--- config.mk ---
export PLATFORM = sky130hd
export DESIGN_NAME = hazard_track
export DESIGN_NICKNAME = d
export VERILOG_FILES = /design/src/rtl/hazard_pkg.sv /design/src/rtl/hazard_slot.sv /design/src/rtl/hazard_track.sv
export SDC_FILE = /design/constraint.sdc
export NUM_CORES = 1
export LEC_CHECK = 0
export CORE_AREA = 2 2 67 50
export DETAILED_ROUTE_END_ITERATION = 7
export DIE_AREA = 0 0 69 52
export PLACE_DENSITY_LB_ADDON = 0.08
export SYNTH_ARGS = -nofsm -noshare
export SYNTH_HDL_FRONTEND = slang
export SYNTH_SLANG_ARGS = --single-unit
--- constraint.sdc ---
create_clock -name clk_i -period 1.5 [get_ports clk_i]
set_clock_uncertainty 0.05 [all_clocks]
set_input_delay 0.225 -clock clk_i [delete_from_list [all_inputs] [get_ports clk_i]]
set_output_delay 0.225 -clock clk_i [all_outputs]
set_load 0.02 [all_outputs]
--- src/rtl/hazard_pkg.sv ---
// Shared types and constants for the pipeline hazard tracker: slot layout,
// the bubble value and the hard-wired zero register index.
package hazard_pkg;

    typedef struct packed {
        logic       valid;
        logic [4:0] rd;
        logic       regwrite;
        logic       memread;
    } slot_t;

    localparam logic [4:0] REG_X0 = 5'd0;
    localparam slot_t      BUBBLE = '0;

endpackage

--- src/rtl/hazard_slot.sv ---
// One shadow pipeline slot: async active-low clear, hold, load-bubble or load.
// Writes to x0 are stored with regwrite cleared so they never forward.
import hazard_pkg::*;

module hazard_slot (
    input  logic  clk_i,
    input  logic  rst_i,
    input  logic  hold,
    input  logic  load_bubble,
    input  slot_t d,
    output slot_t q
);

    always_ff @(posedge clk_i or negedge rst_i) begin
        if (!rst_i) begin
            q <= BUBBLE;
        end else if (!hold) begin
            if (load_bubble) begin
                q <= BUBBLE;
            end else begin
                q.valid    <= d.valid;
                q.rd       <= d.rd;
                q.regwrite <= d.regwrite && (d.rd != REG_X0);
                q.memread  <= d.memread;
            end
        end
    end

endmodule

--- src/rtl/hazard_track.sv ---
// Tracks EX/MEM/WB destinations, raises the load-use stall and feeds forwarding.
// Define HAZARD_STATS_EN to add the saturating StallCount_o counter.
import hazard_pkg::*;

module hazard_track (
    input  logic        clk_i,
    input  logic        rst_i,
    input  logic        ID_Valid_i,
    input  logic [4:0]  ID_RS1_i,
    input  logic [4:0]  ID_RS2_i,
    input  logic [4:0]  ID_Rd_i,
    input  logic        ID_RegWrite_i,
    input  logic        ID_MemRead_i,
    input  logic        Flush_i,
    input  logic        Freeze_i,
    output logic        Stall_o,
    output logic [4:0]  EXMEM_Rd_o,
    output logic        EXMEM_RegWrite_o,
    output logic [4:0]  MEMWB_Rd_o,
    output logic        MEMWB_RegWrite_o
`ifdef HAZARD_STATS_EN
    ,
    output logic [31:0] StallCount_o
`endif
);

    // slot_q[0] = EX, slot_q[1] = MEM, slot_q[2] = WB
    slot_t slot_q [3];
    slot_t slot_d [3];
    slot_t id_slot;
    logic  ex_bubble;
    logic  unused_memread;

    assign id_slot.valid    = ID_Valid_i;
    assign id_slot.rd       = ID_Rd_i;
    assign id_slot.regwrite = ID_RegWrite_i;
    assign id_slot.memread  = ID_MemRead_i;

    // A flush overrides the stall but still kills the ID instruction.
    assign Stall_o = slot_q[0].valid && slot_q[0].memread && (slot_q[0].rd != REG_X0)
                     && ID_Valid_i
                     && ((slot_q[0].rd == ID_RS1_i) || (slot_q[0].rd == ID_RS2_i))
                     && !Flush_i;

    assign ex_bubble = Flush_i || Stall_o || !ID_Valid_i;

    genvar gi;
    generate
        for (gi = 0; gi < 3; gi++) begin : g_slot
            if (gi == 0) begin : g_ex
                assign slot_d[gi] = id_slot;
            end else begin : g_shift
                assign slot_d[gi] = slot_q[gi-1];
            end

            hazard_slot u_slot (
                .clk_i       (clk_i),
                .rst_i       (rst_i),
                .hold        (Freeze_i),
                .load_bubble ((gi == 0) ? ex_bubble : 1'b0),
                .d           (slot_d[gi]),
                .q           (slot_q[gi])
            );
        end
    endgenerate

    assign EXMEM_Rd_o       = slot_q[1].valid ? slot_q[1].rd       : REG_X0;
    assign EXMEM_RegWrite_o = slot_q[1].valid ? slot_q[1].regwrite : 1'b0;
    assign MEMWB_Rd_o       = slot_q[2].valid ? slot_q[2].rd       : REG_X0;
    assign MEMWB_RegWrite_o = slot_q[2].valid ? slot_q[2].regwrite : 1'b0;

    // Load flags only matter in EX; downstream copies are intentionally unused.
    assign unused_memread = slot_q[1].memread ^ slot_q[2].memread;

`ifdef HAZARD_STATS_EN
    always_ff @(posedge clk_i or negedge rst_i) begin
        if (!rst_i) begin
            StallCount_o <= '0;
        end else if (!Freeze_i && Stall_o && (StallCount_o != 32'hFFFF_FFFF)) begin
            StallCount_o <= StallCount_o + 32'd1;
        end
    end
`endif

endmodule

* Word level (Yosys, flattened, before mapping) *
Cells that the tools add are included.

word-level totals
  memory bits (read-only) = 0
  output and inout bits = 13
  word-level logic and storage cells = 33
  latch bits = 0
  memories kept = 0
  input bits = 22
  bits in registers = 22
  bits in writable memories = 0

operators by class
  bitwise logic cells = 0
  div/mod/pow operators = 0
  eq/ne operators = 2
  $add $sub $neg = 0
  shift operators = 0
  $mul = 0
  reduce and logical (&&, ||, !) cells = 16
  mux-type cells = 5
  order comparisons = 0

operator list
  kind                 number
  5-bit nonzero test   3
  5-bit equality test  2
  5-bit 2-to-1 mux     2
  1-bit logical AND    8
  8-bit 2-to-1 mux     1
  1-bit logical OR     3
  1-bit logical NOT    2
  1-bit 2-to-1 mux     2

* Depth between registers and ports, before layout *
Gate-level depths: netlist of the first run.

  word-level depth = 8
  gate-level depth with buffers = 5
  depth with buffers taken out = 4

* Modules after synthesis *
Synthesis of the first run repeated with hierarchy kept, for this count alone.

second synthesis, totals
  cell total of the unflattened synthesis = 138
  area total of the unflattened synthesis = 1247.4 um^2

by module, submodules not included
  module        area an instance (um^2)  cells each  sequential area each (um^2)  times used
  hazard_slot   337.8                    35          200.2                        3
  hazard_track  234.0                    33          0.0                          1

* Worst setup path after synthesis of the first run *
No wires, ideal clock.

  path kind = register -> output
  from = register g_slot[0].u_slot.q[6] (netlist name)
  to = output Stall_o
  data arrival time = 1.643 ns
  path buffers = 1
  stages on the path, launching flop included = 6
  required time = 1.225 ns
  path slack = -0.418 ns
  cells stage by stage = dfrtp_1 -> buf_2 -> xnor2_1 -> nand3_1 -> o22ai_1 -> nor3b_1

on the way
  word-level cells in the longest chain between the ends = 5
  elaborated cells on any way between the ends = 8
  classes of those cells = 2 x eq/ne; 6 x reduce/logical

ends and longest elaborated chain
  what                   RTL line            text
  from (decl)            hazard_slot.sv:11   output slot_t q
  5-bit nonzero test     hazard_track.sv:40  assign Stall_o = slot_q[0].valid && slot_q[0].memread && (slot_q[0].rd != REG_X0)
  1-bit logical AND      hazard_track.sv:40
  1-bit logical AND      hazard_track.sv:41  && ID_Valid_i
  1-bit logical AND (*)  hazard_track.sv:42  && ((slot_q[0].rd == ID_RS1_i) || (slot_q[0].rd == ID_RS2_i))
  1-bit logical AND (*)  hazard_track.sv:43  && !Flush_i;
  to (decl)              hazard_track.sv:16  output logic Stall_o,

Mark *: on every way between the ends. The rest lies on a longest branch, timed or not.

* Final worst setup path of the first run *
  from = register g_slot[0].u_slot.q[3] (netlist name)
  to = output Stall_o

Same word-level chain as after synthesis.

==> flow_summary.json, run 1 <==
{
  "synthDominantCellAreaShare_pct": 48.25,
  "syn-num-nets": 125,
  "floorplan.die.width_um": 69,
  "port_buffers": 34,
  "hpwl_um": 2075,
  "antenna_found_initial": 0,
  "drtIter0Drc": 29,
  "layout.cells.most_common": "buf_4",
  "critical_path.startpoint_type": "flop",
  "first_global_vias": 1019,
  "final-hold-violation-count": 0,
  "synth_cell_type_count": 19,
  "yosys_warnings": 0,
  "grt_overflow": 0,
  "drt-vias-per-instance": 4.910,
  "synthesis.instances": 103,
  "critical_path_required_ns": 1.22,
  "run_status": "complete, but fails checks",
  "drt_pre_antenna_iters": 3,
  "violations": "negative setup slack",
  "power.density_cell_area_nw_per_um2": 878.8,
  "final_design_area_no_fill_sq_um": 1783,
  "htree_levels": 1,
  "ant_nets": 0,
  "post_synth_instance_area_sq_um": 1141,
  "report.power.total_mw": 1.567,
  "clock.fmax_mhz": 512.9,
  "register_ranked_first_by_flip_flop_count": "g_slot.u_slot.q",
  "slowest_stage": "or4_4",
  "rsz_0062_raised_after_global_routing": "true",
  "clk_transition_reported_paths_ns": 0.07,
  "area.growth.synth_to_final_pct": 56.25,
  "layout-drive-gt1-share_pct": 34.97,
  "layout_min_cycle_time_ns": 1.950,
  "worst_path_class_setup": "flop to primary output",
  "cp_cell_sequence": "or4_4 -> o2111ai_4 -> nor3b_4 -> buf_6",
  "critPathMaxFanout": 3,
  "gp_congestion": 0.8209,
  "maximum_number_of_pins_on_one_net_before_global_route_repair": 23,
  "floorplan.rows": 17,
  "cts.sinks": 22,
  "worst_path_largest_cell_delay_ns": 0.57,
  "commonest_non_fill_non_tap_cells_in_the_layout": "buf_4 (27), clkdlybuf4s50_1 (21), dfrtp_1 (20)",
  "summed_negative_setup_slack_over_all_endpoints_ns": -2.701,
  "cts_made_buffers": 3,
  "final_max_slew_viol_count": 0,
  "tritoncts": "built",
  "fraction_of_the_yosys_area_taken_by_sequential_cells_pct": 48.25,
  "track_usage_pct": 17.49,
  "grt_pass1_wl_um": 4871,
  "relSlewSlack_pct": 81.26,
  "power_leakage_nw": 0.8037,
  "timing.final.setup_violations": 9,
  "finalHoldWorstSlack_ns": 0.2699,
  "floorplan.core_area_sq_um": 2978,
  "cp.arrival_ns": 1.67,
  "die-area_sq_um": 3588,
  "worst_hold_class": "input pin to asynchronous set/reset pin",
  "post-route-period-util_pct": 130.0,
  "tightestPinTransition_ns": 0.2811,
  "final.setup.worst_slack_ns": -0.4498,
  "clk-insertion-delay-late_ns": 0.25,
  "clock_buffer_depth": 2,
  "top_regs": "g_slot.u_slot.q x22",
  "synth_top_cells_by_area": "dfrtp_1 (48%), mux2_2 (12%), xnor2_1 (7.7%)",
  "max-vdd-ir-drop_uv": 506.9,
  "largest_register_ffs": 22,
  "maxCapViolCount": 0,
  "dpl-instance-area_sq_um": 1674,
  "synth_seq_cells": 22,
  "die_height_um": 52,
  "synth_area_per_cell_sq_um": 11.08,
  "yosys.area.top_type": "dfrtp_1",
  "i_o_pins": 35,
  "worst_setup_path_end_kind": "primary output",
  "num-nets-final": 187,
  "route.final.wire_length_um": 2824,
  "ctsRootBufferMaster": "clkbuf_8",
  "avgRoutedWirePerCell_um": 14.05,
  "num_vias": 987,
  "antenna_cells_inserted": 0,
  "floorplan.initialDensity_pct": 38.32,
  "drt_drc_violations_left": 0
}
-- final timing paths --
check	from	to	slack, ns	cells after the start
worst max-delay path	g_slot[0].u_slot.q[3]$_DFFE_PN0N_	Stall_o	-0.45	4
worst min-delay path	rst_i	g_slot[1].u_slot.q[2]$_DFFE_PN0N_	0.27	2
worst max register to register	g_slot[0].u_slot.q[3]$_DFFE_PN0N_	g_slot[0].u_slot.q[4]$_DFFE_PN0N_	-0.30	6
worst min register to register	g_slot[2].u_slot.q[1]$_DFFE_PN0N_	g_slot[2].u_slot.q[1]$_DFFE_PN0N_	0.43	2
max in group asynchronous	rst_i	g_slot[0].u_slot.q[4]$_DFFE_PN0N_	0.89	2
min in group clk_i	g_slot[2].u_slot.q[1]$_DFFE_PN0N_	g_slot[2].u_slot.q[1]$_DFFE_PN0N_	0.43	2
-- Yosys cell counts (all sizes together) --
cell type and count:
dfrtp 22, and2 12, mux2 12, o21ai 12, nand2 11, xnor2 10, a32oi 7, buf 3
or4 3, clkbuf 2, nand3 2, nor3b 2, a22oi 1, inv 1, o2111ai 1, o21a 1
o22ai 1
-- power breakdown --
group	switching, mW	internal [mW]	total (mW)
clock	0.173	0.179	0.352
combinational	0.199	0.278	0.477
sequential	0.0639	0.673	0.737
-- stage by stage --
stage | std cells | util (%) | setup slack [ns]
2_1_floorplan | 103 | - | -0.1384
3_3_place_gp | 190 | 56.22 | -0.7458
3_5_place_dp | 190 | 56.22 | -0.7529
4_1_cts | 199 | 58.74 | -0.4608
5_1_grt | 201 | 59.87 | -0.5003
6_report | 201 | 59.87 | -0.4498
-- worst max-delay path, delay by kind of cell, from the launching register on --
kind	cells	cell delay [ns]
AO/OA/AOI/OAI	1	0.24
buffers and inverters	1	0.13
AND/OR/NAND/NOR	2	0.64
flip-flops	1	0.40
-- repair_timing --
item,in CTS,in global routing
hold buffers,0,0
buffers inserted,6,2
pin swaps,2,4
setup endpoints to repair,21,17
resized for setup,26,11
-- layer usage --
metal  vias up  global-route usage [%]  wire length [um]
li1        491                       -                 -
met1       475                   25.18              1399
met2        19                   26.92              1317
met3         2                   3.876                97
met4         0                   4.248                 9
met5         -                       0                 0
-- layout make-up --
type,instances,area [sq um]
Sequential cell,22,553.0
Tap cell,38,47.55
Multi-Input combinational cell,75,604.3
Inverter,1,3.754
Clock buffer,3,41.29
Fill cell,246,1195
Timing Repair Buffer,62,533.0
-- cell families (layout without fill, tap and decap cells) --
logic type / Yosys count / after routing / share of synthesized area (%)
compound gates: 23 / 23 / 14.80
flops: 22 / 22 / 48.25
simple gates: 30 / 30 / 15.13
mux: 12 / 12 / 11.84
xor+xnor: 10 / 10 / 7.675
buf+inv: 6 / 66 / 2.302
(Power assumes the default switching activity.)
==> inputs of run 2 (changes only) <==
--- a/config.mk
+++ b/config.mk
@@ -9,4 +9,5 @@
 export DETAILED_ROUTE_END_ITERATION = 7
 export DIE_AREA = 0 0 69 52
+export MAX_ROUTING_LAYER = met4
 export PLACE_DENSITY_LB_ADDON = 0.08
 export SYNTH_ARGS = -nofsm -noshare
--- a/constraint.sdc
+++ b/constraint.sdc
@@ -3,3 +3,3 @@
 set_input_delay 0.225 -clock clk_i [delete_from_list [all_inputs] [get_ports clk_i]]
 set_output_delay 0.225 -clock clk_i [all_outputs]
-set_load 0.02 [all_outputs]
+set_load 0.1 [all_outputs]
==> flow_summary.json, run 2 (synthesis results as in run 1) <==
{
  "commonest_non_fill_non_tap_cells_in_the_layout": "buf_4 (25), dfrtp_1 (22), clkdlybuf4s50_1 (21)",
  "maximum_number_of_pins_on_one_net_before_global_route_repair": 23,
  "hpwl_um": 2211,
  "final_max_slew_viol_count": 0,
  "drt_drc_violations_left": 0,
  "route.final.wire_length_um": 2876,
  "worst_path_class_setup": "flop to primary output",
  "drt-vias-per-instance": 5.079,
  "port_buffers": 34,
  "post-route-period-util_pct": 134.3,
  "cts.sinks": 22,
  "die_height_um": 52,
  "die-area_sq_um": 3588,
  "finalHoldWorstSlack_ns": 0.2625,
  "floorplan.rows": 17,
  "floorplan.initialDensity_pct": 38.32,
  "critical_path_required_ns": 1.22,
  "cp.arrival_ns": 1.74,
  "ctsRootBufferMaster": "clkbuf_8",
  "critPathMaxFanout": 3,
  "num-nets-final": 187,
  "ant_nets": 0,
  "timing.final.setup_violations": 9,
  "floorplan.die.width_um": 69,
  "run_status": "complete, but fails checks",
  "clock.fmax_mhz": 496.4,
  "drt_pre_antenna_iters": 4,
  "area.growth.synth_to_final_pct": 71.82,
  "critical_path.startpoint_type": "flop",
  "violations": "negative setup slack",
  "net-switching-power_mw": 0.6454,
  "first_global_vias": 999,
  "cts-hold-fix-buffers": 0,
  "maxCapViolCount": 0,
  "largest_register_ffs": 22,
  "tightestPinTransition_ns": 0.2836,
  "rsz_0062_raised_after_global_routing": "true",
  "top_regs": "g_slot.u_slot.q x22",
  "max-vdd-ir-drop_uv": 827.5,
  "gp_congestion": 0.7926,
  "floorplan.core_area_sq_um": 2978,
  "num_vias": 1026,
  "track_usage_pct": 17.38,
  "cts_made_buffers": 3,
  "sequentialPowerShare_pct": 39.0,
  "worst_hold_class": "input pin to asynchronous set/reset pin",
  "layout.cells.most_common": "buf_4",
  "final-hold-violation-count": 0,
  "clk-insertion-delay-late_ns": 0.26,
  "area.sequential_sq_um": 550.5,
  "drtIter0Drc": 18,
  "avgRoutedWirePerCell_um": 14.24,
  "layout-drive-gt1-share_pct": 40.24,
  "antenna_cells_inserted": 0,
  "grt_pass1_wl_um": 4781,
  "power.density_cell_area_nw_per_um2": 973.2,
  "layout_min_cycle_time_ns": 2.014,
  "htree_levels": 1,
  "i_o_pins": 35,
  "power_leakage_nw": 0.8443,
  "multi_input_area_sq_um": 611.8,
  "power.share.clock_pct": 21.9,
  "final.setup.worst_slack_ns": -0.5145,
  "clock_buffer_depth": 2,
  "comb_power_share_pct": 39.1,
  "report.power.total_mw": 1.908,
  "relSlewSlack_pct": 81.09,
  "worst_setup_path_end_kind": "primary output",
  "register_ranked_first_by_flip_flop_count": "g_slot.u_slot.q",
  "fill_cell_total_of_the_finished_layout": 248,
  "antenna_found_initial": 0,
  "switching_share_pct": 33.82,
  "clk_transition_reported_paths_ns": 0.08,
  "p_int_mw": 1.263,
  "tritoncts": "built",
  "grt_overflow": 0,
  "fin_util_pct": 65.84
}
[run 2: routing by layer]
metal	track usage, %	up-vias	part of all wire, %
met5	-	-	0
met4	4.902	0	0.80
met3	4.070	2	4.0
met2	28.69	26	50
met1	21.77	507	46
li1	-	491	-
[run 2: repair_timing]
item	CTS	global route
endpoints found under the hold margin	0	0
endpoints found under the setup margin	10	9
pin swaps	6	3
resized for setup	5	2
buffers inserted	3	5
[run 2: layout make-up]
class,count,area share [%]
Tap cell,38,2.425
Inverter,1,0.1914
Timing Repair Buffer,62,35.29
Multi-Input combinational cell,75,31.21
Sequential cell,22,28.08
Clock buffer,4,2.808
[run 2: power groups by stage]
stage	clock, mW	sequential [mW]	combinational (mW)
final	0.417	0.745	0.746
after global routing	0.455	0.760	0.783
after CTS	0.429	0.747	0.729
after detailed placement	0	0.758	0.707
after global placement	0	0.753	0.695
after floorplan	0	0.733	0.412
[run 2: per-stage QoR]
stage          cell area [sq um]  setup slack, ns  TNS (ns)  std cells
6_report                    1961          -0.5145    -3.771        202
5_1_grt                     1961          -0.5845    -4.421        202
4_1_cts                     1912          -0.5147    -2.984        197
3_5_place_dp                1812          -0.4211    -2.866        190
3_3_place_gp                1812          -0.3698    -2.511        190
2_1_floorplan               1172          -0.5843    -1.501        103
[run 2: worst paths after layout]
kind	end	depth (start not counted)	start	slack, ns
hold reg to reg	g_slot[1].u_slot.q[1]$_DFFE_PN0N_	2	g_slot[1].u_slot.q[1]$_DFFE_PN0N_	0.45
setup / recovery	Stall_o	4	g_slot[0].u_slot.q[3]$_DFFE_PN0N_	-0.51
hold / removal	g_slot[2].u_slot.q[6]$_DFFE_PN0N_	2	rst_i	0.26
max in group asynchronous	g_slot[2].u_slot.q[3]$_DFFE_PN0N_	2	rst_i	0.92
setup reg to reg	g_slot[0].u_slot.q[1]$_DFFE_PN0N_	7	g_slot[0].u_slot.q[3]$_DFFE_PN0N_	-0.44
min in group clk_i	g_slot[1].u_slot.q[1]$_DFFE_PN0N_	2	g_slot[1].u_slot.q[1]$_DFFE_PN0N_	0.45
[run 2: critical path, cell delays in order (launching register included)]
cell	delay, ns
dfrtp_1	0.41
or4_4	0.58
o2111ai_4	0.24
nor3b_4	0.08
buf_12	0.17
